File: src/rtl/display_ctrl_pkg.sv
// Shared constants and types for the display bus controller: register map,
// control-register bit positions and conversion parameters.
package display_ctrl_pkg;

  localparam logic [31:0] VALUE_ADDR  = 32'h0000_0148;
  localparam logic [31:0] CTRL_ADDR   = 32'h0000_014C;
  localparam logic [31:0] STATUS_ADDR = 32'h0000_0150;

  localparam int CTRL_HEX   = 0;
  localparam int CTRL_DP_LO = 1;
  localparam int CTRL_DP_HI = 4;
  localparam int CTRL_BLANK = 5;
  localparam int CTRL_W     = 6;

  localparam int DEC_MAX   = 9999;
  localparam int CONV_BITS = 14;
  localparam int SHIFT_W   = 16 + CONV_BITS;

  typedef enum logic [1:0] {
    IDLE   = 2'd0,
    CONV   = 2'd1,
    COMMIT = 2'd2
  } state_e;

endpackage

File: src/rtl/dabble_step.sv
// One double-dabble iteration: add 3 to every BCD nibble that is >= 5,
// then shift the whole {bcd, bin} word left by one bit.
module dabble_step
  import display_ctrl_pkg::*;
(
  input  logic [SHIFT_W-1:0] din_i,
  output logic [SHIFT_W-1:0] dout_o
);

  logic [15:0] adj;

  genvar gi;
  generate
    for (gi = 0; gi < 4; gi++) begin : g_nibble
      logic [3:0] nib;
      assign nib = din_i[CONV_BITS + gi*4 +: 4];
      assign adj[gi*4 +: 4] = (nib >= 4'd5) ? nib + 4'd3 : nib;
    end
  endgenerate

  assign dout_o = {adj, din_i[CONV_BITS-1:0]} << 1;

endmodule

File: src/rtl/display_bus_controller.sv
// CPU-facing register block for the seven-segment display: decodes writes,
// runs a one-bit-per-clock binary-to-BCD conversion and holds the digit word.
module display_bus_controller
  import display_ctrl_pkg::*;
(
  input  logic        clk,
  input  logic        rst,
  input  logic        WE,
  input  logic [31:0] address,
  input  logic [31:0] dataout,
  output logic [31:0] rdata,
  output logic [15:0] digits,
  output logic [3:0]  dp_mask,
  output logic        blank,
  output logic        busy,
  output logic        overflow
);

  state_e              state_q, state_d;
  logic [31:0]         value_q, value_d;
  logic [CTRL_W-1:0]   ctrl_q, ctrl_d;
  logic [SHIFT_W-1:0]  shift_q, shift_d, step_out;
  logic [3:0]          cnt_q, cnt_d;
  logic                ovf_next_q, ovf_next_d;
  logic [15:0]         digits_q, digits_d;
  logic                overflow_q, overflow_d;
  logic                pending_q, pending_d;

  logic value_we, ctrl_we, req, clamp;
  logic load_en, step_en, commit_en;
  logic [CONV_BITS-1:0] dec_src;

  assign value_we = WE && (address == VALUE_ADDR);
  assign ctrl_we  = WE && (address == CTRL_ADDR);
  // Only a hex_mode flip changes what the display should show.
  assign req      = value_we || (ctrl_we && (dataout[CTRL_HEX] != ctrl_q[CTRL_HEX]));
  assign value_d  = value_we ? dataout : value_q;
  assign ctrl_d   = ctrl_we ? dataout[CTRL_W-1:0] : ctrl_q;

  // Loads use the same-edge write data so a write in IDLE starts immediately.
  assign clamp   = value_d > 32'(DEC_MAX);
  assign dec_src = clamp ? CONV_BITS'(DEC_MAX) : value_d[CONV_BITS-1:0];

  dabble_step u_step (
    .din_i  (shift_q),
    .dout_o (step_out)
  );

  always_ff @(posedge clk) begin
    if (rst) state_q <= IDLE;
    else     state_q <= state_d;
  end

  always_comb begin
    state_d = state_q;
    case (state_q)
      IDLE:    if (req || pending_q) state_d = ctrl_d[CTRL_HEX] ? COMMIT : CONV;
      CONV:    if (cnt_q == 4'd1) state_d = COMMIT;
      COMMIT:  state_d = IDLE;
      default: state_d = IDLE;
    endcase
  end

  always_comb begin
    busy      = (state_q != IDLE);
    load_en   = (state_q == IDLE) && (req || pending_q);
    step_en   = (state_q == CONV);
    commit_en = (state_q == COMMIT);
  end

  always_comb begin
    shift_d    = shift_q;
    cnt_d      = cnt_q;
    ovf_next_d = ovf_next_q;
    digits_d   = digits_q;
    overflow_d = overflow_q;
    pending_d  = pending_q;
    if (load_en) begin
      shift_d    = ctrl_d[CTRL_HEX] ? {value_d[15:0], {CONV_BITS{1'b0}}}
                                    : {16'h0000, dec_src};
      cnt_d      = 4'(CONV_BITS);
      ovf_next_d = !ctrl_d[CTRL_HEX] && clamp;
      pending_d  = 1'b0;
    end else if (req && busy) begin
      pending_d  = 1'b1;
    end
    if (step_en) begin
      shift_d = step_out;
      cnt_d   = cnt_q - 4'd1;
    end
    if (commit_en) begin
      digits_d   = shift_q[SHIFT_W-1:CONV_BITS];
      overflow_d = ovf_next_q;
    end
  end

  always_ff @(posedge clk) begin
    if (rst) begin
      value_q    <= '0;
      ctrl_q     <= '0;
      shift_q    <= '0;
      cnt_q      <= '0;
      ovf_next_q <= 1'b0;
      digits_q   <= '0;
      overflow_q <= 1'b0;
      pending_q  <= 1'b0;
    end else begin
      value_q    <= value_d;
      ctrl_q     <= ctrl_d;
      shift_q    <= shift_d;
      cnt_q      <= cnt_d;
      ovf_next_q <= ovf_next_d;
      digits_q   <= digits_d;
      overflow_q <= overflow_d;
      pending_q  <= pending_d;
    end
  end

  always_comb begin
    rdata = '0;
    case (address)
      VALUE_ADDR:  rdata = value_q;
      CTRL_ADDR:   rdata = {{(32-CTRL_W){1'b0}}, ctrl_q};
      STATUS_ADDR: rdata = {29'b0, pending_q, overflow_q, busy};
      default:     rdata = '0;
    endcase
  end

  assign digits   = digits_q;
  assign dp_mask  = ctrl_q[CTRL_DP_HI:CTRL_DP_LO];
  assign blank    = ctrl_q[CTRL_BLANK];
  assign overflow = overflow_q;

endmodule

File: config.mk
export PLATFORM = sky130hd
export DESIGN_NAME = display_bus_controller
export DESIGN_NICKNAME = d
export VERILOG_FILES = /design/src/rtl/display_ctrl_pkg.sv /design/src/rtl/dabble_step.sv /design/src/rtl/display_bus_controller.sv
export SDC_FILE = /design/constraint.sdc
export NUM_CORES = 1
export LEC_CHECK = 0
export ABC_AREA = 1
export CAP_MARGIN = 40
export CELL_PAD_IN_SITES_DETAIL_PLACEMENT = 1
export CELL_PAD_IN_SITES_GLOBAL_PLACEMENT = 1
export CORE_MARGIN = 2
export CORE_UTILIZATION = 32
export DETAILED_ROUTE_END_ITERATION = 6
export GPL_TIMING_DRIVEN = 0
export HOLD_SLACK_MARGIN = 0.1
export PLACE_DENSITY_LB_ADDON = 0.05
export SLEW_MARGIN = 5
export SYNTH_ARGS = -nofsm -noshare
export SYNTH_HDL_FRONTEND = slang
export SYNTH_SLANG_ARGS = --single-unit
File: constraint.sdc
create_clock -name clk -period 2.5 [get_ports clk]
set_clock_uncertainty 0.1 [all_clocks]
set_input_delay 0.75 -clock clk [delete_from_list [all_inputs] [get_ports clk]]
set_output_delay 0.75 -clock clk [all_outputs]
set_load 0.02 [all_outputs]
Word-level counts from Yosys, hierarchy flattened:

Cells that the tools add are included.

* add/sub/neg operators: 5
* magnitude comparators: 5
* equal/unequal tests: 9
* multiplexer cells: 17
* reduce and logical (&&, ||, !) cells: 15

Operators by type and width (number)
* $eq 32x9->1 const B: 3
* $pmux 32 s3: 1
* $mux 30: 3
* $gt 32x14->1 const B: 1
* $mux 32: 1
* $mux 4: 5
* $ge 4x3->1 const B: 4
* $mux 14: 1
* $add 4x2->4 const B: 3
* $logic_and 1x1->1: 6
* $mux 2: 3
* $eq 4x1->1 const B: 1
* $pmux 2 s2: 1
* $reduce_bool 2->1: 2
* $reduce_or 2->1: 2
* $sub 4x1->4 const B: 1
* $add 3x2->3 const B: 1
* $mux 3: 1
* $eq 2x1->1 const B: 1
* $eq 2x2->1 const B: 1
* $logic_not 2->1: 1
* $logic_or 1x1->1: 2
* $ne 2x1->1 const B: 1
* $ne 2x2->1 const B: 1
* 4 further kinds: 4

* register bits after elaboration: 93
* output and inout bits: 55

Logic depth before layout (Yosys ltp):

Gate-level depths: netlist of the first run.

* depth after elaboration: 8
* depth in mapped cells: 16
* gate-level depth less buffers: 15

Hierarchy:

Synthesis of the first run repeated with hierarchy kept, for this count alone.

* cells, all modules: 821
* area total of the unflattened synthesis: 5467.7 um^2

Modules (own cells, without submodules)
* display_bus_controller: times used 1, cells each 720, area an instance 4869.7 um^2, seq. area each 1861.8 um^2
* dabble_step: times used 1, cells each 101, area an instance 598.1 um^2, seq. area each 0.0 um^2

Least setup slack after synthesis of the first run:

OpenSTA, ideal clock, no wires.

* kind: in2out
* from: in address[31]
* to: out rdata[3]
* data arrival time: 1997 ps
* required time: 1650 ps
* path slack: -347 ps
* stages on the path: 8
* path buffers: 1
* cell sequence: nor2_1 -> nand2_1 -> nor2_2 -> nand2_2 -> inv_4 -> nand2_1 -> clkbuf_1 -> o21ai_0

* cells in the longest elaborated chain, start to end: 2
* elaborated cells on any way between the ends: 4
* those cells by class: 3 x eq/ne; 1 x mux

Ends and longest elaborated chain
* from (decl): RTL line display_bus_controller.sv:9 `input logic [31:0] address,`
* $eq 32x9->1: RTL line display_bus_controller.sv:121 `case (address)`
* $pmux 32 s3 *: RTL line display_bus_controller.sv:121
* to (decl): RTL line display_bus_controller.sv:11 `output logic [31:0] rdata,`

Mark *: on every way between the ends. The rest lies on a longest branch, timed or not.

Final worst setup path of the first run:

* from: in address[10]
* to: out rdata[1]

The elaborated chain is that of the path after synthesis.

==> reports/results.tsv, run 1 <==
metric	value	unit
status	finished with violations	
failed_checks	setup timing	
drc	0	
grt_pass1_wl	31.7	mm
diodes	0	
start_util	32.5	%
start_kind	input pin	
synth_largest_area_cell	dfxtp_1	
internal-power	2.53	mW
syn_nets	860	
place_inst	1123	
port_buffers	120	
path_buf_inv	4	
p_per_area	387	mW/mm^2
finalCriticalPeriod	2.82	ns
relSlewSlack	54.3	%
grtUsageMet1	26.5	%
drtIter0Drc	176	
top_usage_layer	met2	
final_cells	1190	
critical_path_required	1.65	ns
power_frac_comb	7.2	%
drt_first_pass_iters	4	
crit_family	simple AND/OR/NAND/NOR gates	
placeableCoreArea	0.0165	mm^2
cp_slowest_cell	nor2_4	
cellLeakagePower	3.51	nW
die_area	0.0178	mm^2
wl_per_cell	16.8	um
clock.fmax	355	MHz
endpoint_kind	output pin	
tns	-12.78	ns
dpl-instance-area	0.00714	mm^2
wirelength	20.0	mm
die_height	133	um
critPathKind	input pin to output pin	
ys_async_sr_fraction	0	%
fin_util	50.8	%
worstPathArrival	1.97	ns
synthTopCellsByArea	dfxtp_1 (35%), inv_1 (9.9%), nor2_1 (8.6%)	
synth-seq-cells	93	
cts_hold_buf	0	
synth_top_area_share	34.8	%
critPathMaxFanout	5	
finalCritPeriodShare	113	%
finalMaxSlewViolations	0	
cts_root_buf	clkbuf_16	
syn_inst	783	
layout_common_cells	inv_1 (129), nand2_1 (106), dfxtp_1 (93), nor2_1 (81), buf_6 (58)	
gr-usage-all-layers	22.4	%
antenna_found_initial	0	
cts_sinks	93	
ios	122	
critPathMaxStageDelay	0.20	ns
antenna_left	0	
htreeDepth	3	
cp_cell_sequence	buf_6 > inv_2 > nand2_2 > nor2_4 > nand2_2 > nor2_4 > nand2_8 > clkbuf_16 > o221ai_4 > buf_6	
nets	1044	
grt_max_degree	15	
grt_use_met3	4.38	%
final_common_cell	inv_1	
yosysSeqAreaShare	34.8	%
clock_path_buffers	2	
yosys_warnings	0	
ys_types	47	
numCtsBuffers	9	
synth_ff_type	dfxtp_1	
final_area	0.00837	mm^2
netlist_area	0.00536	mm^2
grt_use_met2	41.2	%
synth-edff-count	0	
place_ws	-1.27	ns
p_switching	707	uW
clk_latency	0.35	ns
grt_pass1_vias	6120	
die_x	133	um
clockPowerShare	47.0	%
p_seq_share	45.8	%
setup_viol	67	
gp_congestion	0.801	
vias	5753	
clk_pin_slew	0.07	ns
std_cell_rows	47	
hold_class	flop to flop	
setup_slack	-0.317	ns
grt_overflow	0	
drive_gt1_share	30.5	%
vias_per_cell	4.83	
post-dp-hpwl	14.6	mm
synthToLayoutAreaGrowth	56.2	%
maxCapViolations	0	
netSwitchingFraction	21.9	%
rsz0062_at_grt	true	
hold_viol	0	
ir_worst_vdd	0.000303	V
cts_tree	yes	
avgSynthCellArea	6.84	um^2
worst_slew_pin_slew	0.685	ns
-- per-stage QoR --
step	hold slack (ns)	total power, mW
after floorplan	0.324	1.57
after global placement	0.370	1.71
after detailed placement	0.379	1.72
after CTS	0.390	3.25
after global routing	0.403	3.35
final	0.384	3.23
-- cell type report --
cell class | count | area (um^2)
inverters | 148 | 593
well taps | 220 | 275
plain buffers | 37 | 334
clock buffers | 11 | 253
repair buffers | 173 | 1760
fillers | 1982 | 8100
multi-input cells | 505 | 3220
clock inverters | 3 | 68.8
flip-flops and latches | 93 | 1860
-- worst min-delay path: stages (launching register included) --
cell,delay (ns)
dfxtp_1,0.32
nand2_2,0.07
a21oi_1,0.05
-- final timing paths --
| check | from | endpoint | slack (ns) | cells after the start |
|---|---|---|---|---|
| min reg2reg | value_q[21] | value_q[21] | 0.38 | 2 |
| max | address[10] | rdata[1] | -0.32 | 10 |
| min | value_q[21] | value_q[21] | 0.38 | 2 |
| max reg2reg | state_q[0] | shift_q[20] | 0.25 | 9 |
-- registers in the layout, indices dropped and copies added (netlist names) --
name and flops:
digits 16, ctrl_q 6, ovf_next_q 1, overflow 1, cnt_q 4, pending_q 1, value_q 32, state_q 2
shift_q 30
-- power groups by stage --
stage	clock network (mW)	registers (mW)	logic [mW]
after floorplan	0	1.51	0.0603
after global placement	0	1.51	0.199
after detailed placement	0	1.51	0.202
after CTS	1.56	1.48	0.212
after global routing	1.62	1.48	0.251
final	1.52	1.48	0.234
-- timing repair --
action / 4_1_cts / 5_1_grt
setup buffers: 37 / 11
pin swaps: 47 / 26
endpoints found under the setup margin: 72 / 68
cloned: 5 / 0
resized for setup: 395 / 45
-- kinds of logic after synthesis --
logic type	count (synthesis)	share of synthesized area (%)
simple gates	344	30.3
buf+inv	185	14.8
compound gates	149	17.5
flops	93	34.8
fa+ha+maj	10	2.34
xor+xnor	2	0.327
-- synthesized netlist by cell type (all sizes together) (5+ instances only) --
cell type	count
nand2	136
buf	21
nand3	51
inv	146
nand4	11
o22ai	9
nand3b	5
clkbuf	16
o221ai	9
a21oi	54
ha	10
o21ai	53
nor2	138
dfxtp	93
o211ai	15
-- metal layers --
metal | vias up | wire [um]
li1 | 2852 | -
met1 | 2752 | 8360
met2 | 120 | 10500
met5 | - | 0
met4 | 0 | 366
met3 | 29 | 776
(Power assumes the default switching activity.)
==> run 2, diff against run 1 <==
Settings changed: ABC_AREA 1 to not set, CORE_UTILIZATION 32 to 33.
==> run 2 against run 1 <==
Net effect:
- the flow still finishes with violations (setup timing)
- routed wire length decreased by 10%
- clock power shrank 11%
- core utilization grew 3.8 points
- synthesized cell count is 31% lower
- first-iteration DRC count decreased by 16%
- total power down 5.8%
- largest cell class unchanged
- critical endpoint is now rdata[28]
==> reports/results.tsv, run 2 <==
metric	value	unit
status	finished with violations	
failed_checks	setup timing	
ir_worst_vdd	0.000338	V
htreeDepth	3	
netSwitchingFraction	22.0	%
synth-seq-cells	93	
finalMaxSlewViolations	0	
vias_per_cell	5.22	
netlist_area	0.00465	mm^2
grt_overflow	0	
numCtsBuffers	9	
antenna_found_initial	0	
ys_types	60	
grt_pass1_wl	26.6	mm
setup_viol	97	
crit_start	address[22]	
p_switching	670	uW
critPathKind	input pin to output pin	
start_util	33.6	%
p_seq_share	48.6	%
placeableCoreArea	0.0138	mm^2
cts_tree	yes	
clk_latency	0.34	ns
ys_async_sr_fraction	0	%
critPathMaxFanout	5	
critical_path_required	1.65	ns
synth_top_area_share	40.0	%
ios	122	
regMostFlops	value_q	
crit_end	rdata[28]	
final_common_cell	dfxtp_1	
finalCritPeriodShare	130	%
std_cell_rows	43	
port_buffers	121	
place_inst	842	
place_ws	-1.86	ns
maxCapViolations	0	
endpoint_kind	output pin	
relSlewSlack	41.8	%
syn_inst	540	
reg2regPathDepth	6	
die_area	0.0151	mm^2
hold_class	flop to flop	
clk_pin_slew	0.06	ns
p_per_area	403	mW/mm^2
clockPowerShare	44.5	%
gr-usage-all-layers	23.2	%
drive_gt1_share	31.9	%
synthToLayoutAreaGrowth	62.5	%
antenna_left	0	
post-dp-hpwl	11.9	mm
fin_util	54.6	%
diodes	0	
drt_first_pass_iters	4	
die_height	123	um
synth_ff_type	dfxtp_1	
clock_path_buffers	2	
yosysSeqAreaShare	40.0	%
synth_largest_area_cell	dfxtp_1	
synthTopCellsByArea	dfxtp_1 (40%), nand2_1 (6.0%), mux2i_1 (5.6%)	
start_kind	input pin	
drtIter0Drc	147	
final_cells	908	
clock.fmax	307	MHz
synth-edff-count	0	
power_frac_comb	6.9	%
yosys-top-cells-count	dfxtp_1 (93), nand2_1 (74), nor2_1 (46), a21oi_1 (41), and2_1 (27)	
fillerInstances	1549	
avgSynthCellArea	8.61	um^2
layout_common_cells	dfxtp_1 (92), nand2_1 (73), buf_6 (60), clkdlybuf4s50_1 (56), nor2_1 (38)	
worst_slew_pin_slew	0.861	ns
wirelength	18.0	mm
yosys_warnings	0	
finalCriticalPeriod	3.26	ns
multi_input_area	0.00308	mm^2
gp_congestion	0.844	
hold_viol	0	
cts_sinks	93	
cts_root_buf	clkbuf_16	
largest_reg_flops	32	
cts_hold_buf	0	
tns	-53.66	ns
setup_slack	-0.761	ns
grt_max_degree	14	
vias	4738	
die_x	123	um
r2r_slack	0.15	ns
yosysMostFrequentCell	dfxtp_1	
worstPathArrival	2.41	ns
rsz0062_at_grt	true	
internal-power	2.38	mW
syn_nets	617	
nets	802	
grt_pass1_vias	5082	
rr_endpoint	shift_q[5]	
regArea	0.00186	mm^2
cellLeakagePower	2.74	nW
drc	0	
wl_per_cell	19.8	um
regToRegStartpoint	state_q[0]	
run 2: cell types whose count changed in the layout (fill, tap and decap cells not counted), moves of 13 or more:
cell      delta
a22oi_1     +24
and2_4      +26
buf_4       -22
inv_1      -114
mux2i_4     +18
nand2_1     -33
nand2_2     -21
nand3_1     -39
nor2_1      -43
nor2_4      -35
o211ai_1    -13
o21ai_0     -30
run 2: timing repair:
item	4_1_cts	5_1_grt
pin swaps	19	25
endpoints found under the setup margin	107	107
gates resized for setup	347	79
gates cloned	2	1
buffers inserted	35	15
hold endpoints to repair	0	0
run 2: layout make-up:
type	instances	share of cell area, %
plain buffers	34	3.41
well taps	180	2.98
clock buffers	12	3.26
inverters	15	0.745
flip-flops and latches	93	24.7
repair buffers	175	23.7
clock inverters	2	0.464
multi-input cells	397	40.8
run 2: power by group through the flow:
stage	clock network [mW]	logic (mW)	registers [mW]
floorplan	0	0.0474	1.51
global placement	0	0.196	1.51
detailed placement	0	0.199	1.51
CTS	1.38	0.197	1.48
global route	1.45	0.219	1.48
finish	1.36	0.209	1.48
run 2: worst min path at each step:
stage	start	to	slack, ns	cells past startpoint
finish	digits[5]	digits[5]	0.36	2
floorplan	ovf_next_q	overflow	0.33	2
CTS	digits[5]	digits[5]	0.36	2
global placement	digits[8]	digits[8]	0.34	2
global route	digits[10]	digits[10]	0.39	2
detailed placement	digits[5]	digits[5]	0.35	2
run 2: metal layers:
metal	GRT usage, %	part of all wire, %	routed length [um]
met1	28.7	43	7700
met5	0	0	0
met2	41.1	52	9290
met4	7.61	1.3	235
met3	3.62	4.1	733
run 2: stage by stage:
stage	hold WS [ns]	power, mW	cell area [um^2]
floorplan	0.328	1.56	4830
global placement	0.341	1.71	6270
detailed placement	0.351	1.71	6270
CTS	0.360	3.06	7170
global route	0.385	3.15	7560
finish	0.357	3.05	7560
run 2: cells by family after synthesis:
family / after synthesis / synth area share, %
xor+xnor: 8 / 1.51
compound gates: 133 / 17.9
buf+inv: 50 / 5.27
simple gates: 216 / 25.3
fa+ha+maj: 10 / 2.69
mux: 30 / 7.29
flops: 93 / 40.0
run 2: worst max-delay path: stages:
cell      delay [ns]
buf_2           0.11
nor4_4          0.33
nand4_4         0.16
nor2_4          0.14
nand3b_1        0.20
nor2_4          0.21
buf_12          0.14
buf_8           0.12
and2_4          0.14
buf_6           0.11
==> run 3, diff against run 2 <==
Settings changed: SLEW_MARGIN 5 to not set.
==> results of run 3 <==
The final DEF is identical to that of run 2; final timing and power are the same.
